**config.mk**
```make
export PLATFORM = sky130hd
export DESIGN_NAME = infifo_dispatcher
export DESIGN_NICKNAME = d
export VERILOG_FILES = /design/src/rtl/infifo_dispatcher_pkg.sv /design/src/rtl/dispatch_thread_ptr.sv /design/src/rtl/infifo_dispatcher.sv
export SDC_FILE = /design/constraint.sdc
export NUM_CORES = 1
export LEC_CHECK = 0
export CORE_ASPECT_RATIO = 1.75
export CORE_MARGIN = 2
export CORE_UTILIZATION = 41
export DETAILED_ROUTE_END_ITERATION = 8
export PLACE_DENSITY = 0.92
export SLEW_MARGIN = 25
export SYNTH_ARGS = -nofsm -noshare
export SYNTH_HDL_FRONTEND = slang
export SYNTH_SLANG_ARGS = --single-unit
export TNS_END_PERCENT = 30
```
**constraint.sdc**
```tcl
create_clock -name clk -period 1.95 [get_ports clk]
set_clock_uncertainty 0.1 [all_clocks]
set_input_delay 0.39 -clock clk [delete_from_list [all_inputs] [get_ports clk]]
set_output_delay 0.39 -clock clk [all_outputs]
set_load 0.05 [all_outputs]
```
**src/rtl/infifo_dispatcher_pkg.sv**
```systemverilog
// Shared types and constants for the input-FIFO packet dispatcher.
package infifo_dispatcher_pkg;

    localparam int THREAD_SEL_W = 3;
    localparam logic [7:0] PKT_WORDS_MAX = 8'd255;

    typedef enum logic [2:0] {
        ST_IDLE,
        ST_SELECT,
        ST_FIRST,
        ST_BODY,
        ST_HEADER_TAIL,
        ST_RELEASE
    } disp_state_t;

    function automatic logic is_pop_state(input disp_state_t s);
        return (s == ST_FIRST) || (s == ST_BODY) || (s == ST_HEADER_TAIL);
    endfunction

endpackage

```
**src/rtl/dispatch_thread_ptr.sv**
```systemverilog
// Round-robin destination thread pointer; steps on packet release or on a busy skip.
module dispatch_thread_ptr
    import infifo_dispatcher_pkg::*;
(
    input  logic                    clk,
    input  logic                    reset_n,
    input  logic                    advance,
    input  logic                    skip_busy,
    output logic [THREAD_SEL_W-1:0] thread_sel
);

    localparam logic [THREAD_SEL_W-1:0] SEL_ONE = 1;

    always_ff @(posedge clk) begin
        if (!reset_n) begin
            thread_sel <= '0;
        end else if (advance || skip_busy) begin
            thread_sel <= thread_sel + SEL_ONE;
        end
    end

endmodule

```
**src/rtl/infifo_dispatcher.sv**
```systemverilog
// Drains packets from the small input FIFO and dispatches each to one thread, round-robin.
// Build option DISPATCH_SKIP_BUSY_EN: SELECT skips busy threads instead of waiting on them.
//
// state        | meaning
// IDLE         | waiting for a word at the FIFO head
// SELECT       | checking the selected thread is free
// FIRST        | popping the first word of a packet
// HEADER_TAIL  | popping header/control words until payload begins
// BODY         | popping payload until the EOP (nonzero ctrl) word
// RELEASE      | one cycle: hand packet to the CPU, latch word count
module infifo_dispatcher
    import infifo_dispatcher_pkg::*;
#(
    parameter int NUM_THREADS = 8,
    parameter int DATA_WIDTH  = 64,
    parameter int CTRL_WIDTH  = 8
) (
    input  logic                    clk,
    input  logic                    reset_n,
    input  logic [DATA_WIDTH-1:0]   in_data,
    input  logic [CTRL_WIDTH-1:0]   in_ctrl,
    input  logic                    in_empty,
    output logic                    in_rd_en,
    input  logic [NUM_THREADS-1:0]  thread_busy,
    input  logic                    stop_smallfifo_read,
    output logic [THREAD_SEL_W-1:0] thread_sel,
    output logic                    firstword,
    output logic                    fifowrite,
    output logic                    enable_cpu,
    output logic [DATA_WIDTH-1:0]   out_data,
    output logic [CTRL_WIDTH-1:0]   out_ctrl,
    output logic [7:0]              pkt_words
);

    disp_state_t state, state_nxt;
    logic        pop;
    logic        skip_busy;
    logic [7:0]  word_cnt;

    assign pop      = is_pop_state(state) && !in_empty && !stop_smallfifo_read;
    assign in_rd_en = pop;

    // Pointer advances the cycle after the enable_cpu pulse so the release
    // strobe still targets the packet's own thread.
    dispatch_thread_ptr u_thread_ptr (
        .clk        (clk),
        .reset_n    (reset_n),
        .advance    (enable_cpu),
        .skip_busy  (skip_busy),
        .thread_sel (thread_sel)
    );

    always_comb begin
        state_nxt = state;
        skip_busy = 1'b0;
        case (state)
            ST_IDLE: begin
                if (!in_empty) state_nxt = ST_SELECT;
            end
            ST_SELECT: begin
                if (!thread_busy[thread_sel]) begin
                    state_nxt = ST_FIRST;
                end else begin
`ifdef DISPATCH_SKIP_BUSY_EN
                    skip_busy = 1'b1;
`endif
                end
            end
            ST_FIRST: begin
                if (pop) state_nxt = (in_ctrl != '0) ? ST_HEADER_TAIL : ST_BODY;
            end
            ST_HEADER_TAIL: begin
                if (pop && (in_ctrl == '0)) state_nxt = ST_BODY;
            end
            ST_BODY: begin
                if (pop && (in_ctrl != '0)) state_nxt = ST_RELEASE;
            end
            ST_RELEASE: state_nxt = ST_IDLE;
            default:    state_nxt = ST_IDLE;
        endcase
    end

    always_ff @(posedge clk) begin
        if (!reset_n) begin
            state      <= ST_IDLE;
            fifowrite  <= 1'b0;
            firstword  <= 1'b0;
            enable_cpu <= 1'b0;
            out_data   <= '0;
            out_ctrl   <= '0;
            word_cnt   <= '0;
            pkt_words  <= '0;
        end else begin
            state      <= state_nxt;
            fifowrite  <= pop;
            firstword  <= pop && (state == ST_FIRST);
            enable_cpu <= (state == ST_RELEASE);
            if (pop) begin
                out_data <= in_data;
                out_ctrl <= in_ctrl;
            end
            if (state == ST_RELEASE) begin
                pkt_words <= word_cnt;
                word_cnt  <= '0;
            end else if (pop && (word_cnt != PKT_WORDS_MAX)) begin
                word_cnt <= word_cnt + 8'd1;
            end
        end
    end

endmodule

```
Yosys cells after proc, flatten, opt, wreduce, memory -nomap -nowiden
Index checks and enable logic that the tools add are counted.
{"block": "word_totals", "reg_bits": 97, "in_bits": 84, "output_inout_bits": 87, "wordCells": 48}
{"block": "classes", "n_addsub": 2, "magnitude_cmp": 1, "n_eq_ne": 11, "n_mux": 9, "bitwise": 1, "n_reduce_logical": 15}
{"op": "$mux W3", "n": 6}
{"op": "$pmux W3 S5", "n": 1}
{"op": "$add A8 B1 Y8 const B", "n": 1}
{"op": "$logic_not A8 Y1", "n": 1}
{"op": "$ne A8 B8 Y1 const B", "n": 1}
{"op": "$reduce_bool A8 Y1", "n": 1}
{"op": "$eq A3 B2 Y1 const B", "n": 2}
{"op": "$eq A3 B3 Y1 const B", "n": 2}
{"op": "$logic_and A1 B1 Y1", "n": 6}
{"op": "$ne A2 B2 Y1 const B", "n": 3}
{"op": "$reduce_and A5 Y1", "n": 1}
{"op": "$lt A3 B4 Y1 const B", "n": 1}
{"op": "$ne A2 B1 Y1 const B", "n": 2}
{"op": "$add A3 B1 Y3 const B", "n": 1}
{"op": "$bmux W1 S3", "n": 1}
{"op": "$eq A3 B1 Y1 const B", "n": 1}
{"op": "$logic_not A3 Y1", "n": 1}
{"op": "$logic_not A1 Y1", "n": 2}
{"op": "$logic_or A1 B1 Y1", "n": 2}
{"op": "$reduce_or A2 Y1", "n": 1}
{"op": "$mux W1", "n": 1}
{"op": "$not A1 Y1", "n": 1}

Longest topological paths before layout
{"block": "logic_depth", "depth_word": 8, "mapped_depth": 8, "mapped_depth_nobuf": 5}

Cells and area by module
A second synthesis with hierarchy kept.
{"block": "unflattened", "hier_cells": 439, "area_unflattened_um2": 3626.0}
{"mod": "infifo_dispatcher", "n_inst": 1, "cells_each": 425, "area_each_um2": 3489.6, "seq_area_each_um2": 1881.8}
{"mod": "dispatch_thread_ptr", "n_inst": 1, "cells_each": 14, "area_each_um2": 136.4, "seq_area_each_um2": 60.1}

Least setup slack after synthesis
No wires, ideal clock.
{"block": "synth_path", "kind": "reg-to-reg", "startpoint": "register u_thread_ptr.thread_sel[1]", "endpoint": "register state[1]", "arrival_time_ns": 1.788, "required_time_ns": 1.747, "path_slack_ns": -0.042, "stages_incl_launch_ff": 5, "path_cell_list": "dfxtp_1 > mux4_2 > nand2b_1 > and3_1 > a2111oi_2"}
{"block": "synth_via", "elab_chain_cells": 4}
{"item": "from (decl)", "line": "dispatch_thread_ptr.sv:9", "source": "output logic [THREAD_SEL_W-1:0] thread_sel"}
{"item": "from (signal assigned)", "line": "dispatch_thread_ptr.sv:18", "source": "thread_sel <= thread_sel + SEL_ONE;"}
{"item": "$bmux W1 S3", "line": "infifo_dispatcher.sv:61", "source": "if (!thread_busy[thread_sel]) begin"}
{"item": "$mux W1 (not written as such)", "line": "infifo_dispatcher.sv:61"}
{"item": "$ne A2 B2 Y1 (no line)"}
{"item": "$reduce_and A5 Y1 (no line)"}
{"item": "to (signal assigned)", "line": "infifo_dispatcher.sv:94", "source": "state <= state_nxt;"}
{"item": "to (decl)", "line": "infifo_dispatcher.sv:35", "source": "disp_state_t state, state_nxt;"}
No other way between the ends. The select of a mux whose other input is x is not followed.
A chain may end at the register's enable or synchronous reset.

Final worst setup path
{"block": "layout_path", "startpoint": "input stop_smallfifo_read", "endpoint": "output in_rd_en"}
{"block": "layout_via", "elab_chain_cells": 2}
{"item": "from (decl)", "line": "infifo_dispatcher.sv:25", "source": "input logic stop_smallfifo_read,"}
{"item": "$logic_not A1 Y1", "line": "infifo_dispatcher.sv:40", "source": "assign pop = is_pop_state(state) && !in_empty && !stop_smallfifo_read;"}
{"item": "$logic_and A1 B1 Y1", "line": "infifo_dispatcher.sv:40"}
{"item": "to (decl)", "line": "infifo_dispatcher.sv:23", "source": "output logic in_rd_en,"}
No other way between the ends.

==> flow_summary.json <==
{
  "nets_finish": 697,
  "global_route.overflow_total": 0,
  "drc_errors": 0,
  "clkTransAtPathRegs_ns": 0.06,
  "die_h_um": 129,
  "port_buffers": 170,
  "detail_route.vias_per_cell": 5.05,
  "switching_share_pct": 29.7,
  "async_reset_ff_share_pct": 0,
  "core_area_mm2": 0.00867,
  "n_antenna_cell": 0,
  "worstSetupPathType": "in -> out",
  "run_status": "complete, no violations",
  "numCtsBuffers": 9,
  "peak_clock_frequency_supported_by_timing_mhz": 524,
  "clk-insertion-delay-late_ns": 0.33,
  "fin_total_pwr_w": 0.00535,
  "timing.final.hold_violations": 0,
  "min_period_over_period_pct": 97.9,
  "worst-endpoint-arrival_ns": 1.42,
  "path_depth": 5,
  "vias_in_the_first_global_route": 3651,
  "gp_congestion": 0.835,
  "die_x_um": 75.4,
  "layout.filler_cells": 726,
  "synth-edff-count": 0,
  "layout_min_cycle_time_ns": 1.91,
  "placement_rows": 45,
  "clkPwrFrac_pct": 34.9,
  "global_route.usage.total_pct": 21.9,
  "netSwitchingPower_w": 0.00159,
  "fp.dieArea_mm2": 0.00971,
  "timing_worst_slew_pin_value_ns": 0.490,
  "layout-drive-gt1-share_pct": 20.5,
  "r2r_path_start": "state[2]",
  "internal_power_w": 0.00376,
  "cts_max_level": 3,
  "area.growth.synth_to_final_pct": 55.9,
  "worst_setup_path_startpoint": "stop_smallfifo_read",
  "grt_max_degree": 50,
  "combPwrFrac_pct": 24.3,
  "synth-main-ff-cell": "dfxtp_1",
  "share_of_synthesized_area_occupied_by_flip_flops_and_latches_pct": 53.2,
  "pin_count": 171,
  "initial_utilization_pct": 42.1,
  "detailedRoute.firstIterationViolations": 154,
  "cts_sink_count": 97,
  "tritoncts_clock_tree": "built",
  "reg2reg_setup_slack_ns": 0.21,
  "detail_route.first_pass.iterations": 4,
  "hp-class": "reg -> reg",
  "worst-endpoint-required_ns": 1.46,
  "worst_path_largest_cell_delay_ns": 0.44,
  "detailroute.via_count": 3696,
  "drt_wl_total_um": 10400,
  "reg2regPathDepth": 6,
  "synth_nets": 526,
  "worstPathCellList": "clkdlybuf4s50_1 > nor2_2 > o21ai_4 > inv_4 > buf_12",
  "worstSetupEndpointType": "output pin",
  "synth.ff_latch_count": 97,
  "maxSlewHeadroom_pct": 67.5,
  "route.detailed.wl_per_inst_um": 14.2,
  "critical_path_peak_fanout": 8,
  "dp_hpwl_um": 7900,
  "yosys.area.top_type": "dfxtp_1",
  "clock_tree.root_cell": "clkbuf_16",
  "most_used_standard_cell_by_instance_count_after_synthesis": "nand2_1",
  "path_delay_family": "buffers and inverters",
  "critPathSlowestCell": "clkdlybuf4s50_1",
  "kind_of_start_point_of_the_critical_path": "input port",
  "power.density_mw_per_mm2": 938,
  "rsz0062_at_grt": "true",
  "final_max_slew_viol_count": 0,
  "timing_endpoint_of_the_critical_path": "in_rd_en",
  "maximum_vdd_drop_mv": 0.733,
  "number_of_antenna_violations_at_the_first_check_in_global_routing": 0,
  "ys_top_cells_by_area": "dfxtp_1 (53%), nand2_1 (15%), a21oi_1 (11%)",
  "synth_cell_types": 45,
  "finalSetupViolCount": 0,
  "cts.path.max_buffers": 2,
  "netlist_top_cells_count": "nand2_1 (150), dfxtp_1 (97), a21oi_1 (81)",
  "ys_warn_count": 0,
  "count_of_buffer_and_inverter_cells_on_the_critical_path": 3,
  "grt_pass1_wl_um": 16700,
  "postSynthAreaPerCell_um2": 8.30,
  "postSynthCellCount": 440,
  "setup_tns_ns": 0,
  "timing.max_cap.violations": 0,
  "detail-route-antenna-nets": 0,
  "pwr-share-seq_pct": 40.8,
  "yosysTopAreaCellShare_pct": 53.2,
  "leakage_nw": 2.29,
  "reg2reg_to": "word_cnt[0]",
  "netlist_area_mm2": 0.00365
}
[how the worst min path moves through the flow]
stage / cells past startpoint / endpoint / slack, ns / from
floorplan: 2 / word_cnt[6] / 0.37 / word_cnt[6]
global placement: 2 / out_data[8] / 0.34 / out_data[8]
detailed placement: 2 / out_data[15] / 0.35 / out_data[15]
CTS: 2 / out_data[15] / 0.35 / out_data[15]
global route: 2 / out_data[48] / 0.37 / out_data[48]
finish: 2 / out_data[10] / 0.35 / out_data[10]
[final cells by class]
cell class | count | area, um2 | share of cell area, %
Multi-Input combinational cell | 308 | 1570 | 27.6
Inverter | 5 | 21.3 | 0.373
Timing Repair Buffer | 190 | 1700 | 29.8
Sequential cell | 97 | 1940 | 34.1
Clock buffer | 10 | 239 | 4.20
Clock inverter | 5 | 80.1 | 1.41
Tap cell | 117 | 146 | 2.57
[power by group through the flow]
stage / Sequential [W] / Clock, W / Combinational [W]
after floorplan: 0.00257 / 0 / 0.000443
after global placement: 0.00222 / 0 / 0.00127
after detailed placement: 0.00222 / 0 / 0.00130
after CTS: 0.00218 / 0.00191 / 0.00130
after global routing: 0.00220 / 0.00198 / 0.00139
final: 0.00218 / 0.00187 / 0.00130
[logic make-up (layout without fill, tap and decap cells)]
kind of cell	Yosys count	after routing	share of synthesized area, %
muxes	6	6	1.99
adders and majority gates	2	2	0.685
buffers and inverters	35	210	4.49
xor gates and xnor gates	2	2	0.480
AOI/OAI and AO/OA	109	109	17.2
and+or+nand+nor	189	189	22.0
DFF	97	97	53.2
[sequential cells by signal, summed over array words and instances, names as in the netlist]
signal,count
out_data,64
out_ctrl,8
pkt_words,8
word_cnt,8
state,3
u_thread_ptr.thread_sel,3
enable_cpu,1
fifowrite,1
firstword,1
[worst reg2reg max path: cells and delay by family, from the launching register on]
kind	cells	cell delay [ns]
AOI/OAI and AO/OA	2	0.25
buffers and inverters	2	0.34
DFF	1	0.39
and+or+nand+nor	2	0.61
[placed cells by master (no fill, tap or decap), drive strengths merged, types with 4 or more instances in the layout]
cell type / n
a21oi: 81
clkdlybuf4s50: 83
nand2: 150
dlygate4sd2: 10
clkbuf: 10
nor2: 8
a22o: 8
or3: 5
inv: 5
o21ai: 7
mux2i: 5
buf: 97
nand3: 5
or4: 4
dfxtp: 97
[routing by layer]
layer | routed length (um) | track usage, %
met1 | 3740 | 23.9
met2 | 5830 | 38.7
met3 | 562 | 5.79
met4 | 276 | 9.18
met5 | 0 | 0
[metrics by stage]
step,instance area [um2],hold slack (ns),setup slack (ns),instances,utilization (%)
floorplan,3650,0.368,0.0747,440,-
global placement,5370,0.341,-0.263,716,61.9
detailed placement,5370,0.347,-0.329,716,61.9
CTS,5680,0.353,0.0102,731,65.5
global route,5700,0.370,-0.00838,732,65.7
finish,5700,0.349,0.0402,732,65.7
[timing repair]
action / 4_1_cts / 5_1_grt
resized for setup: 12 / 3
cloned: 0 / 0
setup endpoints to repair: 11 / 3
buffers inserted: 0 / 1
endpoints found under the hold margin: 0 / 0
hold buffers: 0 / 0
pin swaps: 1 / 3
Power figures use the tool's default switching activity.
